==> src/rtl/multicycle_controller_pkg.sv <==
// Shared encodings for the multi-cycle RV32I controller: opcodes, FSM states,
// ALU function codes, immediate formats and datapath select codes.
package ctrl_defs;

  localparam logic [6:0] OP_LOAD   = 7'b0000011;
  localparam logic [6:0] OP_STORE  = 7'b0100011;
  localparam logic [6:0] OP_R      = 7'b0110011;
  localparam logic [6:0] OP_I      = 7'b0010011;
  localparam logic [6:0] OP_BRANCH = 7'b1100011;
  localparam logic [6:0] OP_JAL    = 7'b1101111;
  localparam logic [6:0] OP_JALR   = 7'b1100111;
  localparam logic [6:0] OP_LUI    = 7'b0110111;

  localparam logic [3:0] S_FETCH     = 4'd0;
  localparam logic [3:0] S_DECODE    = 4'd1;
  localparam logic [3:0] S_MEM_ADR   = 4'd2;
  localparam logic [3:0] S_MEM_READ  = 4'd3;
  localparam logic [3:0] S_MEM_WB    = 4'd4;
  localparam logic [3:0] S_MEM_WRITE = 4'd5;
  localparam logic [3:0] S_EXEC_R    = 4'd6;
  localparam logic [3:0] S_EXEC_I    = 4'd7;
  localparam logic [3:0] S_ALU_WB    = 4'd8;
  localparam logic [3:0] S_BRANCH    = 4'd9;
  localparam logic [3:0] S_JAL       = 4'd10;
  localparam logic [3:0] S_JALR      = 4'd11;
  localparam logic [3:0] S_LUI       = 4'd12;
  localparam logic [3:0] S_HALT      = 4'd13;

  localparam logic [2:0] ALU_ADD = 3'b000;
  localparam logic [2:0] ALU_SUB = 3'b001;
  localparam logic [2:0] ALU_AND = 3'b010;
  localparam logic [2:0] ALU_OR  = 3'b011;
  localparam logic [2:0] ALU_XOR = 3'b100;
  localparam logic [2:0] ALU_SLT = 3'b101;

  localparam logic [2:0] IMM_I = 3'b000;
  localparam logic [2:0] IMM_S = 3'b001;
  localparam logic [2:0] IMM_B = 3'b010;
  localparam logic [2:0] IMM_J = 3'b011;
  localparam logic [2:0] IMM_U = 3'b100;

  localparam logic [1:0] RES_ALU_OUT = 2'b00;
  localparam logic [1:0] RES_DATA    = 2'b01;
  localparam logic [1:0] RES_ALU     = 2'b10;

  localparam logic [1:0] SRCA_PC     = 2'b00;
  localparam logic [1:0] SRCA_OLD_PC = 2'b01;
  localparam logic [1:0] SRCA_RD1    = 2'b10;
  localparam logic [1:0] SRCA_ZERO   = 2'b11;

  localparam logic [1:0] SRCB_RD2  = 2'b00;
  localparam logic [1:0] SRCB_IMM  = 2'b01;
  localparam logic [1:0] SRCB_FOUR = 2'b10;

  // Which ALU operation family the current state asks for.
  typedef enum logic [1:0] {
    ALU_CLS_ADD   = 2'd0,
    ALU_CLS_SUB   = 2'd1,
    ALU_CLS_FUNCT = 2'd2
  } alu_cls_e;

endpackage

==> src/rtl/multicycle_controller_alu_decoder.sv <==
// Combinational ALU function decoder: fixed add/sub, or funct3/funct7 decode
// for register and immediate arithmetic.
module alu_decoder
  import ctrl_defs::*;
(
  input  alu_cls_e   cls,
  input  logic [2:0] funct3,
  input  logic       funct7_5,
  input  logic       op5,
  output logic [2:0] func
);

  always_comb begin
    func = ALU_ADD;
    case (cls)
      ALU_CLS_SUB: func = ALU_SUB;
      ALU_CLS_FUNCT: begin
        case (funct3)
          3'b000:  func = (op5 && funct7_5) ? ALU_SUB : ALU_ADD; // addi never subtracts
          3'b010:  func = ALU_SLT;
          3'b100:  func = ALU_XOR;
          3'b110:  func = ALU_OR;
          3'b111:  func = ALU_AND;
          default: func = ALU_ADD;
        endcase
      end
      default: func = ALU_ADD;
    endcase
  end

endmodule

==> src/rtl/multicycle_controller.sv <==
// Multi-cycle RV32I control FSM (fetch/decode/execute/memory/writeback).
// Optional ILLEGAL_TRAP_EN: unknown opcodes park the FSM in HALT with illegal=1.
module multicycle_controller
  import ctrl_defs::*;
#(
  parameter logic [3:0] RESET_STATE = S_FETCH
) (
  input  logic       clk,
  input  logic       rst,
  input  logic [6:0] op,
  input  logic [2:0] funct3,
  input  logic       funct7_5,
  input  logic       zero,
  input  logic       mem_ready,
  output logic       pc_write,
  output logic       adr_src,
  output logic       ir_write,
  output logic       mem_write,
  output logic       reg_write,
  output logic [1:0] result_src,
  output logic [1:0] ALU_src_a,
  output logic [1:0] ALU_src_b,
  output logic [2:0] ALU_func,
  output logic [2:0] imm_src,
  output logic       illegal
);

  logic [3:0] state;
  logic [3:0] state_next;
  alu_cls_e   alu_cls;
  logic [2:0] alu_func_dec;

  always_ff @(posedge clk or negedge rst) begin
    if (!rst) state <= RESET_STATE;
    else      state <= state_next;
  end

  always_comb begin
    state_next = state;
    case (state)
      S_FETCH:     if (mem_ready) state_next = S_DECODE;
      S_DECODE: begin
        case (op)
          OP_LOAD, OP_STORE: state_next = S_MEM_ADR;
          OP_R:              state_next = S_EXEC_R;
          OP_I:              state_next = S_EXEC_I;
          OP_BRANCH:         state_next = S_BRANCH;
          OP_JAL:            state_next = S_JAL;
          OP_JALR:           state_next = S_JALR;
          OP_LUI:            state_next = S_LUI;
`ifdef ILLEGAL_TRAP_EN
          default:           state_next = S_HALT;
`else
          default:           state_next = S_FETCH;
`endif
        endcase
      end
      S_MEM_ADR:   state_next = (op == OP_STORE) ? S_MEM_WRITE : S_MEM_READ;
      S_MEM_READ:  if (mem_ready) state_next = S_MEM_WB;
      S_MEM_WB:    state_next = S_FETCH;
      S_MEM_WRITE: if (mem_ready) state_next = S_FETCH;
      S_EXEC_R:    state_next = S_ALU_WB;
      S_EXEC_I:    state_next = S_ALU_WB;
      S_ALU_WB:    state_next = S_FETCH;
      S_BRANCH:    state_next = S_FETCH;
      S_JALR:      state_next = S_JAL;
      S_JAL:       state_next = S_ALU_WB;
      S_LUI:       state_next = S_ALU_WB;
`ifdef ILLEGAL_TRAP_EN
      S_HALT:      state_next = S_HALT;
`endif
      // Unused or unknown encodings fall back to fetch.
      default:     state_next = S_FETCH;
    endcase
  end

  alu_decoder u_alu_decoder (
    .cls      (alu_cls),
    .funct3   (funct3),
    .funct7_5 (funct7_5),
    .op5      (op[5]),
    .func     (alu_func_dec)
  );

  always_comb begin
    pc_write   = 1'b0;
    adr_src    = 1'b0;
    ir_write   = 1'b0;
    mem_write  = 1'b0;
    reg_write  = 1'b0;
    result_src = RES_ALU_OUT;
    ALU_src_a  = SRCA_PC;
    ALU_src_b  = SRCB_RD2;
    alu_cls    = ALU_CLS_ADD;
    illegal    = 1'b0;
    case (state)
      S_FETCH: begin
        pc_write   = mem_ready;
        ir_write   = mem_ready;
        result_src = RES_ALU;
        ALU_src_b  = SRCB_FOUR;
      end
      S_DECODE: begin
        ALU_src_a = SRCA_OLD_PC;
        ALU_src_b = SRCB_IMM;
      end
      S_MEM_ADR, S_JALR: begin
        ALU_src_a = SRCA_RD1;
        ALU_src_b = SRCB_IMM;
      end
      S_MEM_READ:  adr_src = 1'b1;
      S_MEM_WB: begin
        result_src = RES_DATA;
        reg_write  = 1'b1;
      end
      S_MEM_WRITE: begin
        adr_src   = 1'b1;
        mem_write = 1'b1;
      end
      S_EXEC_R: begin
        ALU_src_a = SRCA_RD1;
        alu_cls   = ALU_CLS_FUNCT;
      end
      S_EXEC_I: begin
        ALU_src_a = SRCA_RD1;
        ALU_src_b = SRCB_IMM;
        alu_cls   = ALU_CLS_FUNCT;
      end
      S_ALU_WB:    reg_write = 1'b1;
      S_BRANCH: begin
        ALU_src_a = SRCA_RD1;
        alu_cls   = ALU_CLS_SUB;
        pc_write  = (funct3[2:1] == 2'b00) && (zero ^ funct3[0]);
      end
      S_JAL: begin
        ALU_src_a = SRCA_OLD_PC;
        ALU_src_b = SRCB_FOUR;
        pc_write  = 1'b1;
      end
      S_LUI: begin
        ALU_src_a = SRCA_ZERO;
        ALU_src_b = SRCB_IMM;
      end
`ifdef ILLEGAL_TRAP_EN
      S_HALT:      illegal = 1'b1;
`endif
      default: ;
    endcase

    ALU_func = alu_func_dec;
    case (op)
      OP_STORE:  imm_src = IMM_S;
      OP_BRANCH: imm_src = IMM_B;
      OP_JAL:    imm_src = IMM_J;
      OP_LUI:    imm_src = IMM_U;
      default:   imm_src = IMM_I;
    endcase

    // Reset forces every output low without waiting for the state register.
    if (!rst) begin
      pc_write   = 1'b0;
      adr_src    = 1'b0;
      ir_write   = 1'b0;
      mem_write  = 1'b0;
      reg_write  = 1'b0;
      result_src = 2'b00;
      ALU_src_a  = 2'b00;
      ALU_src_b  = 2'b00;
      ALU_func   = 3'b000;
      imm_src    = 3'b000;
      illegal    = 1'b0;
    end
  end

endmodule

==> config.mk <==
export PLATFORM = sky130hd
export DESIGN_NAME = multicycle_controller
export DESIGN_NICKNAME = d
export VERILOG_FILES = /design/src/rtl/multicycle_controller_pkg.sv /design/src/rtl/multicycle_controller_alu_decoder.sv /design/src/rtl/multicycle_controller.sv
export SDC_FILE = /design/constraint.sdc
export NUM_CORES = 1
export LEC_CHECK = 0
export ABC_AREA = 1
export BUFFER_PORTS_ARGS = -buffer_cell sky130_fd_sc_hd__buf_2
export CORE_ASPECT_RATIO = 1.4
export CORE_MARGIN = 5
export CORE_UTILIZATION = 30
export CTS_CLUSTER_DIAMETER = 150
export DETAILED_ROUTE_END_ITERATION = 10
export GPL_ROUTABILITY_DRIVEN = 0
export GPL_TIMING_DRIVEN = 0
export PLACE_DENSITY = 0.68
export SETUP_SLACK_MARGIN = 0.05
export SYNTH_ARGS = -nofsm -noshare
export SYNTH_HDL_FRONTEND = slang
export SYNTH_SLANG_ARGS = --single-unit
==> constraint.sdc <==
create_clock -name clk -period 1.65 [get_ports clk]
set_clock_uncertainty 0.1 [all_clocks]
set_input_delay 0.0825 -clock clk [delete_from_list [all_inputs] [get_ports clk]]
set_output_delay 0.0825 -clock clk [all_outputs]
set_load 0.02 [all_outputs]
==> impl_results.md <==
- Outcome: complete, but fails checks
- Violations in the final reports: setup timing
- Register bit total from synthesis: 4
- Total global-route track usage: 0.153
- Count leader, synth: nand2_1
- CP Cell Sequence: inv_2 -> nand2_4 -> nor3_4 -> nand3b_4 -> nor3_1 -> nor2_1 -> buf_4
- Number of vias per cell: 4.88
- Drt wl/cell: 13.0 um
- HP Class: primary input to async pin
- Critical Path AT: 1.65 ns
- Synthesized Nets: 149
- Post-layout min period: 1.83 ns
- Max FFs per register: 4
- Ports: 33
- Avg Cell Area, Syn: 5.28 um2
- Initial Util: 0.316
- First-pass GRT wire length: 3990 um
- Worst path required time: 1.47 ns
- Pwr Total: 1.40 mW
- Root Buffer: clkbuf_4
- Core Rows: 20
- Final worst slack: -0.181 ns
- N_diodes: 0
- Final Max Tran Viols: 0
- Largest cells by area after synthesis: nand2_1, dfrtp_1, inv_1
- Synthesized cell area: 697 um2
- Core area: 0.00220 mm2
- GR peak layer: met2
- CTS buffer count: 3
- Die area: 0.00340 mm2
- Area Growth Syn to Fin: 83.5%
- NumNets Final: 204
- Max-cap viol count: 0
- CTS tree: done
- Clock sink count: 4
- DRT Pass-1 Iters: 4
- Final WL: 2690 um
- Overflow left after global routing: 0
- Number of H-tree levels: 1
- Vias in the first global route: 996
- Final ANT Viol Nets: 0
- Main flop type after synthesis: dfrtp_1
- Endpoint class of the critical path: primary output
- Setup violators final: 11
- Crit Path Class: flip-flop to primary output
- FFs w/ async S/R, synth: 1.00
- Power density cells: 1100 mW/mm2
- Startpoint types: flip-flop
- Die H: 67.0 um
- Area leader, netlist: nand2_1
- DR iter-0 viols: 20
- CP max stage delay: 0.44 ns
- Cells after DPL: 185
- Register area share after synthesis: 0.144
- Post-DP HPWL: 1790 um
- DR vias: 1010
- Post-Syn Instances: 132
- Largest Register: state
- Met2 Usage GRT: 0.275
- Commonest cells post-synth: nand2_1, inv_1, nor2_1, inv_2, nand3_1
- Slowest-stage cell, CP: dfrtp_1
- Yosys cell types: 22
- Met3 usage in global routing: 0.0224
- Clk Latency, worst-skew pair: 0.25 ns
- Critical-path maximum fanout: 4
- Port Buf Inserts: 31
- Drc violations: 0
- Fmax: 546 MHz
- Fin cells: 207
- Share of layout cells above drive strength 1: 0.519
- Initial antenna violation count: 0
- Final worst path period share: 1.11
- Clock Path Buffers: 2
- Biggest regs: state: 4 flops
- Largest net degree at the start of global routing: 11
- Filler cells: 199
- M1 GR Usage: 0.156
- Area share of the largest cell type after synthesis: 0.221
- Post-synth EDFFs: 0
- Setup repair after global routing missed its margin: true
- LEAKAGE: 0.716 nW
- Final Hold Vio Count: 0
- Peak VDD IR: 618 uV
- Chip Width: 50.7 um
- Synth warn: 0
- Worst-path clk slew: 0.04 ns
## final cells by class
| class | instances | area, um2 | share of cell area |
|---|---|---|---|
| plain buffers | 2 | 11.3 | 0.00881 |
| clock buffers | 3 | 22.5 | 0.0176 |
| inverters | 28 | 108 | 0.0841 |
| multi-input cells | 98 | 646 | 0.505 |
| flip-flops and latches | 4 | 103 | 0.0802 |
| well taps | 22 | 27.5 | 0.0215 |
| repair buffers | 50 | 362 | 0.283 |
## metrics by stage
stage / TNS [ns] / utilization / hold WS, ns / instance area (um2) / worst slack (ns)
floorplan: 0 / - / -0.313 / 734 / 0.0677
global placement: -0.0645 / 0.416 / -0.178 / 917 / -0.0645
detailed placement: -0.0732 / 0.416 / -0.173 / 917 / -0.0732
CTS: -0.739 / 0.518 / 0.182 / 1140 / -0.151
global route: -1.77 / 0.581 / 0.240 / 1280 / -0.269
finish: -0.790 / 0.581 / 0.206 / 1280 / -0.181
## logic make-up after synthesis
group / count (synthesis) / synth area share
AND/OR/NAND/NOR: 82 / 0.540
AO/OA/AOI/OAI: 13 / 0.108
other: 1 / 0.00538
adder cells (fa/ha/maj): 2 / 0.0359
buffers and inverters: 30 / 0.167
flip-flops: 4 / 0.144
## critical path: cells and delay by family, from the launching register on
family,cells,cell delay [ns]
buffers and inverters,2,0.30
DFF,1,0.44
and+or+nand+nor,5,0.65
## per-layer routing
layer	routed length [um]	vias up
li1	-	513
met1	1020	455
met2	1450	34
met3	146	8
met4	72	0
met5	0	-
## cells in the final DEF, fill, tap and decap left out, drive strengths merged, types with 2 or more instances in the layout
| cell | netlist | layout |
|---|---|---|
| dlygate4sd3 | 0 | 2 |
| a21oi | 6 | 6 |
| o21ai | 3 | 3 |
| clkbuf | 1 | 4 |
| nand2 | 41 | 41 |
| nand3b | 2 | 2 |
| buf | 1 | 49 |
| nor2 | 26 | 26 |
| dfrtp | 4 | 4 |
| ha | 2 | 2 |
| a31oi | 3 | 3 |
| inv | 28 | 28 |
| nand3 | 7 | 7 |
| nor3 | 4 | 4 |
## final timing paths
| check | depth (start not counted) | to | startpoint | slack, ns |
|---|---|---|---|---|
| max | 7 | ALU_src_a[1] | state[1]$_DFFE_PN0P_ | -0.18 |
| min | 2 | state[0]$_DFFE_PN0P_ | rst | 0.21 |
| max reg2reg | 10 | state[2]$_DFFE_PN0P_ | state[2]$_DFFE_PN0P_ | 0.17 |
| min reg2reg | 2 | state[0]$_DFFE_PN0P_ | state[0]$_DFFE_PN0P_ | 0.47 |
| max in group asynchronous | 2 | state[2]$_DFFE_PN0P_ | rst | 1.03 |
| min in group clk | 6 | state[1]$_DFFE_PN0P_ | op[6] | 0.23 |
## repair_timing
action                                 4_1_cts  5_1_grt
resized for setup                           31       27
endpoints found under the hold margin        5        0
buffers inserted                            12        9
hold buffers                                 2        0
pin swaps                                    9       12
setup endpoints to repair                   10       13
## power by group
part / leakage (nW) / internal [mW] / switching [mW]
Combinational: 0.653 / 0.472 / 0.622
Clock: 0.0138 / 0.0820 / 0.0499
Sequential: 0.0501 / 0.131 / 0.0439
Note: power is estimated with default switching activity, not from simulation.
